`config.mk`:
```
export PLATFORM = sky130hd
export DESIGN_NAME = midi_tx
export DESIGN_NICKNAME = d
export VERILOG_FILES = /design/src/rtl/midi_tx.sv
export SDC_FILE = /design/constraint.sdc
export NUM_CORES = 1
export LEC_CHECK = 0
export CAP_MARGIN = 30
export CORE_MARGIN = 4
export CORE_UTILIZATION = 60
export CTS_BUF_LIST = sky130_fd_sc_hd__clkbuf_4 sky130_fd_sc_hd__clkbuf_8
export CTS_CLUSTER_DIAMETER = 120
export DETAILED_ROUTE_END_ITERATION = 10
export PLACE_DENSITY = 0.82
export SYNTH_ARGS = -nofsm -noshare
export SYNTH_HDL_FRONTEND = slang
export SYNTH_SLANG_ARGS = --single-unit
```
`constraint.sdc`:
```
create_clock -name clock -period 5.2 [get_ports clock]
set_clock_uncertainty 0.2 [all_clocks]
set_input_delay 1.04 -clock clock [delete_from_list [all_inputs] [get_ports clock]]
set_output_delay 1.04 -clock clock [all_outputs]
set_load 0.02 [all_outputs]
```
`src/rtl/midi_tx.sv`:
```
// MIDI transmitter: queues channel-voice message words and serialises them as
// 8N1 UART bytes, optionally dropping status bytes that repeat the last one sent.
module midi_tx #(
    parameter int CLKS_PER_BIT   = 1600,
    parameter int FIFO_DEPTH     = 4,
    parameter int RUNNING_STATUS = 1
) (
    input  logic                        clock,
    input  logic                        resetn,
    input  logic [31:0]                 msg_data,
    input  logic                        msg_valid,
    output logic                        msg_ready,
    output logic                        tx,
    output logic                        busy,
    output logic [$clog2(FIFO_DEPTH):0] fifo_count,
    output logic                        dropped
);
    localparam int AW = $clog2(FIFO_DEPTH);
    localparam int CW = AW + 1;
    localparam int BW = $clog2(CLKS_PER_BIT);
    localparam logic [BW-1:0] BIT_LOAD = BW'(CLKS_PER_BIT - 1);

    typedef enum logic [1:0] {IDLE, START, DATA, STOP} state_t;

    // FIFO entries hold {status, 7-bit data1, 7-bit data2}; bit 7 of data is never sent
    logic [21:0]   fifo_mem [FIFO_DEPTH];
    logic [AW-1:0] wr_ptr_reg, rd_ptr_reg;
    logic [CW-1:0] count_reg, count_next;
    logic          push, pop;

    state_t        state_reg, state_next;
    logic [BW-1:0] clk_cnt_reg, clk_cnt_next;
    logic [2:0]    bit_cnt_reg, bit_cnt_next;
    logic [7:0]    shift_reg, shift_next;
    logic [7:0]    byte_q_reg [3];
    logic [7:0]    byte_q_next [3];
    logic [1:0]    byte_idx_reg, byte_idx_next;
    logic [1:0]    n_bytes_reg, n_bytes_next;
    logic [7:0]    last_status_reg, last_status_next;
    logic          tx_reg, tx_next;
    logic          dropped_reg, dropped_next;
    logic          ser_busy_reg;

    logic [21:0]   head;
    logic [3:0]    head_s;
    logic [7:0]    status_byte, data1_byte, data2_byte;
    logic [1:0]    msg_len;
    logic          skip_status;
    logic          unused_msg_bits;

    assign unused_msg_bits = ^{msg_data[31:24], msg_data[15], msg_data[7]};

    assign msg_ready  = (count_reg != CW'(FIFO_DEPTH));
    assign push       = msg_valid && msg_ready;
    assign fifo_count = count_reg;
    assign tx         = tx_reg;
    assign dropped    = dropped_reg;
    // tx lags the FSM by one register stage, so busy covers that stage too
    assign busy       = (count_reg != '0) || (state_reg != IDLE) || ser_busy_reg;

    assign head        = fifo_mem[rd_ptr_reg];
    assign head_s      = head[21:18];
    assign status_byte = head[21:14];
    assign data1_byte  = {1'b0, head[13:7]};
    assign data2_byte  = {1'b0, head[6:0]};
    assign skip_status = (RUNNING_STATUS != 0) && (head_s != 4'hF) &&
                         (status_byte == last_status_reg);

    always_comb begin
        msg_len = 2'd0;
        case (head_s)
            4'h8, 4'h9, 4'hA, 4'hB, 4'hE: msg_len = 2'd3;
            4'hC, 4'hD:                   msg_len = 2'd2;
            4'hF:                         msg_len = 2'd1;
            default:                      msg_len = 2'd0;
        endcase
    end

    always_comb begin
        count_next = count_reg;
        if (push && !pop)
            count_next = count_reg + CW'(1);
        else if (!push && pop)
            count_next = count_reg - CW'(1);
    end

    always_comb begin
        state_next       = state_reg;
        clk_cnt_next     = clk_cnt_reg;
        bit_cnt_next     = bit_cnt_reg;
        shift_next       = shift_reg;
        byte_q_next      = byte_q_reg;
        byte_idx_next    = byte_idx_reg;
        n_bytes_next     = n_bytes_reg;
        last_status_next = last_status_reg;
        dropped_next     = 1'b0;
        tx_next          = 1'b1;
        pop              = 1'b0;
        case (state_reg)
            IDLE: begin
                if (count_reg != '0) begin
                    pop = 1'b1;
                    if (msg_len == 2'd0) begin
                        dropped_next = 1'b1;
                    end else begin
                        if (skip_status) begin
                            byte_q_next[0] = data1_byte;
                            byte_q_next[1] = data2_byte;
                            n_bytes_next   = msg_len - 2'd1;
                        end else begin
                            byte_q_next[0] = status_byte;
                            byte_q_next[1] = data1_byte;
                            byte_q_next[2] = data2_byte;
                            n_bytes_next   = msg_len;
                        end
                        last_status_next = (head_s == 4'hF) ? 8'h00 : status_byte;
                        byte_idx_next    = 2'd0;
                        clk_cnt_next     = BIT_LOAD;
                        state_next       = START;
                    end
                end
            end
            START: begin
                tx_next = 1'b0;
                if (clk_cnt_reg == '0) begin
                    clk_cnt_next = BIT_LOAD;
                    shift_next   = byte_q_reg[byte_idx_reg];
                    bit_cnt_next = 3'd0;
                    state_next   = DATA;
                end else begin
                    clk_cnt_next = clk_cnt_reg - BW'(1);
                end
            end
            DATA: begin
                tx_next = shift_reg[0];
                if (clk_cnt_reg == '0) begin
                    clk_cnt_next = BIT_LOAD;
                    shift_next   = {1'b0, shift_reg[7:1]};
                    bit_cnt_next = bit_cnt_reg + 3'd1;
                    if (bit_cnt_reg == 3'd7)
                        state_next = STOP;
                end else begin
                    clk_cnt_next = clk_cnt_reg - BW'(1);
                end
            end
            STOP: begin
                tx_next = 1'b1;
                if (clk_cnt_reg == '0) begin
                    clk_cnt_next = BIT_LOAD;
                    if (byte_idx_reg + 2'd1 < n_bytes_reg) begin
                        byte_idx_next = byte_idx_reg + 2'd1;
                        state_next    = START;
                    end else begin
                        state_next = IDLE;
                    end
                end else begin
                    clk_cnt_next = clk_cnt_reg - BW'(1);
                end
            end
            default: state_next = IDLE;
        endcase
    end

    always_ff @(posedge clock) begin
        if (push)
            fifo_mem[wr_ptr_reg] <= {msg_data[23:16], msg_data[14:8], msg_data[6:0]};
    end

    always_ff @(posedge clock) begin
        shift_reg  <= shift_next;
        byte_q_reg <= byte_q_next;
    end

    always_ff @(posedge clock) begin
        if (!resetn) begin
            wr_ptr_reg      <= '0;
            rd_ptr_reg      <= '0;
            count_reg       <= '0;
            state_reg       <= IDLE;
            clk_cnt_reg     <= '0;
            bit_cnt_reg     <= 3'd0;
            byte_idx_reg    <= 2'd0;
            n_bytes_reg     <= 2'd0;
            last_status_reg <= 8'h00;
            tx_reg          <= 1'b1;
            dropped_reg     <= 1'b0;
            ser_busy_reg    <= 1'b0;
        end else begin
            if (push)
                wr_ptr_reg <= wr_ptr_reg + AW'(1);
            if (pop)
                rd_ptr_reg <= rd_ptr_reg + AW'(1);
            count_reg       <= count_next;
            state_reg       <= state_next;
            clk_cnt_reg     <= clk_cnt_next;
            bit_cnt_reg     <= bit_cnt_next;
            byte_idx_reg    <= byte_idx_next;
            n_bytes_reg     <= n_bytes_next;
            last_status_reg <= last_status_next;
            tx_reg          <= tx_next;
            dropped_reg     <= dropped_next;
            ser_busy_reg    <= (state_reg != IDLE);
        end
    end
endmodule

```
==> results of run 1 <==
[cell families after synthesis]
| family | after synthesis | share of synthesized area |
|---|---|---|
| AO/OA/AOI/OAI | 67 | 0.0640 |
| XOR/XNOR | 17 | 0.0224 |
| adder cells (fa/ha/maj) | 15 | 0.0294 |
| buffers and inverters | 42 | 0.0328 |
| flip-flops | 158 | 0.654 |
| multiplexers | 46 | 0.120 |
| AND/OR/NAND/NOR | 102 | 0.0776 |
[layout make-up]
cell class | count | area [sq um]
sequential | 158 | 4340
fill | 716 | 3340
multi-input combinational | 247 | 2080
timing repair buffer | 40 | 420
clock buffer | 20 | 256
tap | 140 | 175
clock inverter | 12 | 135
inverter | 22 | 82.6
[cells in the final DEF (no fill, tap or decap), drive strengths merged, types with 4 or more instances in the layout]
master         count
nor2              36
clkinv             6
nand3              7
nand2             18
buf                9
a21oi             27
and3               7
mux4              22
ha                14
nor2b              4
mux2i             10
xor2              15
o21ai              9
edfxtp           118
clkdlybuf4s50     31
clkbuf            20
or3                5
mux2              14
dfxtp             40
a22oi              7
nor3              10
inv               24
a211oi             9
[power by group through the flow]
stage          logic, mW  clock network (mW)  registers (mW)
3_3_place_gp        1.25                   0            1.87
4_1_cts             1.33               0.905            1.87
3_5_place_dp        1.32                   0            1.89
6_report            1.32               0.887            1.86
2_1_floorplan       1.01                   0            1.86
5_1_grt             1.48               0.972            1.90
[critical path: stages (launching register included)]
cell	delay (ps)
dfxtp_1	400
buf_4	260
buf_4	290
mux4_2	600
and3_1	220
nor2b_1	170
inv_1	60
ha_1	200
or2_2	420
inv_1	550
o22ai_1	180
a32o_1	280
[synth_stat cells (2+ instances only)]
master	n
buf_6	3
xnor2_1	2
mux2_2	7
nor2b_1	4
mux4_1	5
mux2_4	7
o21ai_0	9
and2_1	2
clkinv_1	2
or4_1	2
mux4_2	17
clkbuf_1	11
nand3_1	7
ha_1	14
buf_12	2
edfxtp_1	118
or2_2	2
nand4_1	2
a211oi_1	9
xor2_1	15
nand2_1	18
and3_1	7
nor3_1	10
nor2_1	36
a22oi_1	7
inv_1	20
a31oi_1	2
a21oi_1	27
dfxtp_1	40
mux2i_1	10
or3_1	5
buf_1	2
[metrics by stage]
stage / worst slack, ps / instance area [sq um] / total power [mW]
detailed placement: 1220 / 7110 / 3.21
CTS: 1190 / 7500 / 4.10
global placement: 1370 / 7030 / 3.12
global route: 922 / 7500 / 4.35
floorplan: 2040 / 6650 / 2.87
finish: 1240 / 7500 / 4.07
[metal layers]
| metal | part of all wire | global-route usage | wire [microns] |
|---|---|---|---|
| met1 | 0.42 | 0.238 | 4670 |
| met2 | 0.53 | 0.335 | 5950 |
| met3 | 0.035 | 0.0529 | 388 |
| met4 | 0.014 | 0.0713 | 157 |
| met5 | 0 | 0 | 0 |
[final timing paths]
check / from / to / slack (ps) / depth (start not counted)
setup / recovery: register / n_bytes_reg[1] / 1240 / 11
hold / removal: bit_cnt_reg[2] / bit_cnt_reg[2] / 270 / 2
setup reg to reg: register / n_bytes_reg[1] / 1240 / 11
hold reg to reg: bit_cnt_reg[2] / bit_cnt_reg[2] / 270 / 2
==> results by group, run 1 <==
Timing
  – Total negative slack: 0 ps
  – Slew at the pin closest to its max-slew limit: 877 ps
  – Max-slew violations: 0
  – Hold WS: 268 ps
  – Fmax: 253 MHz
  – Tcrit/Tclk final: 0.762
  – Final setup violating endpoints: 0
  – RSZ-0062 raised after global routing: false
  – Fin crit period: 3960 ps
  – Relative slew slack: 0.415
  – Hold Vio Cnt, Final: 0

Route
  – DR vias/cell: 5.75
  – Initial DRC Count: 269
  – WL/cell: 17.5 microns
  – Detailed-route DRC error count: 0
  – DR vias: 3677
  – Antenna Violating Nets Remaining: 0
  – Total Wirelength: 11.2 mm
  – Initial DRT Pass Iterations: 4

Floorplan
  – Top-level I/O count: 42
  – Core ar.: 0.0108 sq mm
  – Row cnt: 38
  – Initial Util: 0.613
  – Die area: 0.0128 sq mm
  – Die width: 113 microns
  – Die height: 113 microns

CTS
  – Post-cts resize count: 0
  – CTS tree: built
  – H-tree depth: 4
  – Clk pin slew, worst setup/hold paths: 80 ps
  – Max Root-Sink Buffers: 2
  – Worst-skew pair later-pin latency: 450 ps
  – Hold buffers post-CTS: 0
  – Sink Count: 158
  – Number of setup buffers added after CTS: 0
  – CTS Root Cell: clkbuf_8
  – Num CTS Buffers: 17

GRT
  – Gr usage total: 0.195
  – Total gr overflow: 0
  – First-pass GRT wire length: 19.1 mm
  – Largest net degree at the start of global routing: 34
  – Vias in the first global route: 3781
  – Initial antenna violation count: 0

Synthesis
  – Yosys reg bits: 158
  – Post-synthesis cell type count: 55
  – Synth warnings: 0
  – Syn avg cell area: 14.9 sq um
  – Mapped Cells: 447
  – Mapped Area: 0.00665 sq mm
  – Post-synth EDFFs: 118
  – Post-synth top flop: edfxtp_1
  – Async S/R FF share, synth: 0
  – Area leader, netlist: edfxtp_1
  – Top cells by area, synth: edfxtp_1 53%, dfxtp_1 12%, mux4_2 5.8%
  – Seq/Total Area, Yosys: 0.654
  – Synth top area share: 0.533
  – Post-synthesis net count: 497

Placed design
  – DP HPWL: 7.93 mm
  – I/O Buffers: 31
  – DP Cell Count: 607
  – Routability cong.: 0.775

Power and ir drop
  – Leak pwr: 2.61 nW
  – Combinational power share: 0.325
  – Sw power: 1.34 mW
  – Cell internal pwr: 2.73 mW
  – Pwr dens: 543 mW/mm^2
  – Sequential Power Share: 0.457
  – Highest ir drop seen on vdd: 350 uV
  – Net Sw Frac: 0.330
  – Clk pwr share: 0.218

Layout
  – Antenna diodes: 0
  – Layout area overhead: 12.8%
  – Fin nets: 536
  – Max reg flops: 88
  – Fin cells: 639
  – Share of layout cells above drive strength 1: 0.148
  – Final Util: 0.692

Critical path
  – Req. time, crit path: 5340 ps
  – Max Fanout on Critical Path: 19
  – Crit Path Category: register to register
  – CP startpoint kind: register
  – Nature of the critical path endpoint: register
  – Worst EP arrival: 4110 ps

Flow run
  – Max Cap Viol: 0

Outcome
  – Status: finished clean

Min path
  – Hold Crit Class: register to register
(Power assumes the default switching activity.)
==> run 2, diff against run 1 <==
- CORE_UTILIZATION: 60 -> 55
- PLACE_DENSITY: 0.82 -> 0.79
- clock period: 5.2 -> 3.3 ns (I/O delays scaled with it)
==> results by group, run 2 (synthesis results as in run 1) <==
Outcome
  – Status: finished clean

Layout
  – Layout area overhead: 14.5%
  – Fin nets: 548
  – Design area: 0.00761 sq mm
  – Most frequent cells in the layout: 118 x edfxtp_1, 40 x dfxtp_1, 35 x nor2_1
  – Antenna diodes: 0
  – Most common cell after layout, fill and taps aside: edfxtp_1
  – Max reg flops: 88
  – Share of layout cells above drive strength 1: 0.172

Critical path
  – Crit Path Category: register to register
  – Req. time, crit path: 3290 ps
  – Worst EP arrival: 3130 ps
  – Max Fanout on Critical Path: 16
  – Nature of the critical path endpoint: register
  – CP startpoint kind: register

Timing
  – Slew at the pin closest to its max-slew limit: 728 ps
  – Total negative slack: 0 ps
  – Max-slew violations: 0
  – Final setup violating endpoints: 0
  – Fin crit period: 3140 ps
  – Relative slew slack: 0.515
  – RSZ-0062 raised after global routing: false
  – Hold Vio Cnt, Final: 0
  – Tcrit/Tclk final: 0.951
  – Fmax: 319 MHz
  – Final worst slack: 160 ps

Power and ir drop
  – Pwr dens: 874 mW/mm^2
  – Combinational power share: 0.332
  – Sequential Power Share: 0.440
  – Net Sw Frac: 0.322
  – Clk pwr share: 0.228
  – Cell internal pwr: 4.50 mW
  – Leak pwr: 2.68 nW
  – Sw power: 2.14 mW
  – Highest ir drop seen on vdd: 428 uV

CTS
  – CTS Root Cell: clkbuf_8
  – Number of setup buffers added after CTS: 0
  – Num CTS Buffers: 17
  – CTS tree: built
  – Hold buffers post-CTS: 0
  – Max Root-Sink Buffers: 2
  – Sink Count: 158
  – H-tree depth: 4
  – Clk pin slew, worst setup/hold paths: 80 ps
  – Worst-skew pair later-pin latency: 440 ps

GRT
  – Initial antenna violation count: 0
  – First-pass GRT wire length: 19.1 mm
  – Total gr overflow: 0
  – Vias in the first global route: 3863
  – Gr usage total: 0.175
  – Largest net degree at the start of global routing: 23

Route
  – Initial DRT Pass Iterations: 4
  – DR vias/cell: 5.68
  – Detailed-route DRC error count: 0
  – Antenna Violating Nets Remaining: 0
  – Total Wirelength: 11.5 mm
  – DR vias: 3713
  – WL/cell: 17.5 microns
  – Initial DRC Count: 242

Placed design
  – I/O Buffers: 31
  – DP HPWL: 7.83 mm
  – DP Worst Slack: 136 ps
  – Area post-placement: 0.00717 sq mm
  – Routability cong.: 0.805

Min path
  – Hold Crit Start: bit_cnt_reg[2]
  – Hold Crit Class: register to register

Floorplan
  – Core ar.: 0.0116 sq mm
  – Die width: 118 microns
  – Initial Util: 0.572
  – Top-level I/O count: 42
  – Row cnt: 39
  – Die area: 0.0139 sq mm
  – Die height: 118 microns

Flow run
  – Max Cap Viol: 0
## run 2: metrics by stage
step | power (mW) | util | hold WS [ps] | std cells
4_1_cts | 6.69 | 0.655 | 269 | 654
2_1_floorplan | 4.52 | - | 233 | 447
5_1_grt | 7.07 | 0.655 | 290 | 654
3_3_place_gp | 5.03 | 0.617 | 243 | 622
3_5_place_dp | 5.16 | 0.617 | 258 | 622
6_report | 6.65 | 0.655 | 265 | 654
## run 2: per-layer routing
| metal | wire length [microns] | global-route usage | vias up |
|---|---|---|---|
| met1 | 5020 | 0.213 | 1823 |
| li1 | - | - | 1801 |
| met3 | 304 | 0.0341 | 15 |
| met4 | 177 | 0.0791 | 0 |
| met5 | 0 | 0 | - |
| met2 | 5960 | 0.303 | 74 |
## run 2: repair_timing
action                                  4_1_cts  5_1_grt
endpoints found under the setup margin        0        8
gates resized for setup                       0        2
endpoints found under the hold margin         0        0
## run 2: worst paths after layout
| kind | to | slack [ps] | cells after the start |
|---|---|---|---|
| hold / removal | bit_cnt_reg[2] | 260 | 2 |
| setup / recovery | byte_q_reg[13] | 160 | 7 |
| hold reg to reg | bit_cnt_reg[2] | 260 | 2 |
| setup reg to reg | byte_q_reg[13] | 160 | 7 |
## run 2: area by class of cell
cell class | instances | area [sq um]
Multi-Input combinational cell | 247 | 2090
Tap cell | 143 | 179
Sequential cell | 158 | 4340
Fill cell | 808 | 4010
Inverter | 22 | 82.6
Clock inverter | 14 | 191
Clock buffer | 18 | 241
Timing Repair Buffer | 52 | 484
## run 2: power groups by stage
stage / Clock (mW) / Sequential [mW] / Combinational (mW)
final: 1.52 / 2.93 / 2.20
after global routing: 1.63 / 2.98 / 2.46
after floorplan: 0 / 2.93 / 1.59
after detailed placement: 0 / 2.97 / 2.19
after CTS: 1.55 / 2.93 / 2.20
after global placement: 0 / 2.94 / 2.10
## run 2: critical path, stage by stage, from the launching register on
cell	delay, ps
dfxtp_1	480
buf_4	270
mux4_1	690
xor2_1	210
nor4_4	200
and3_1	300
buf_12	180
mux2_2	350
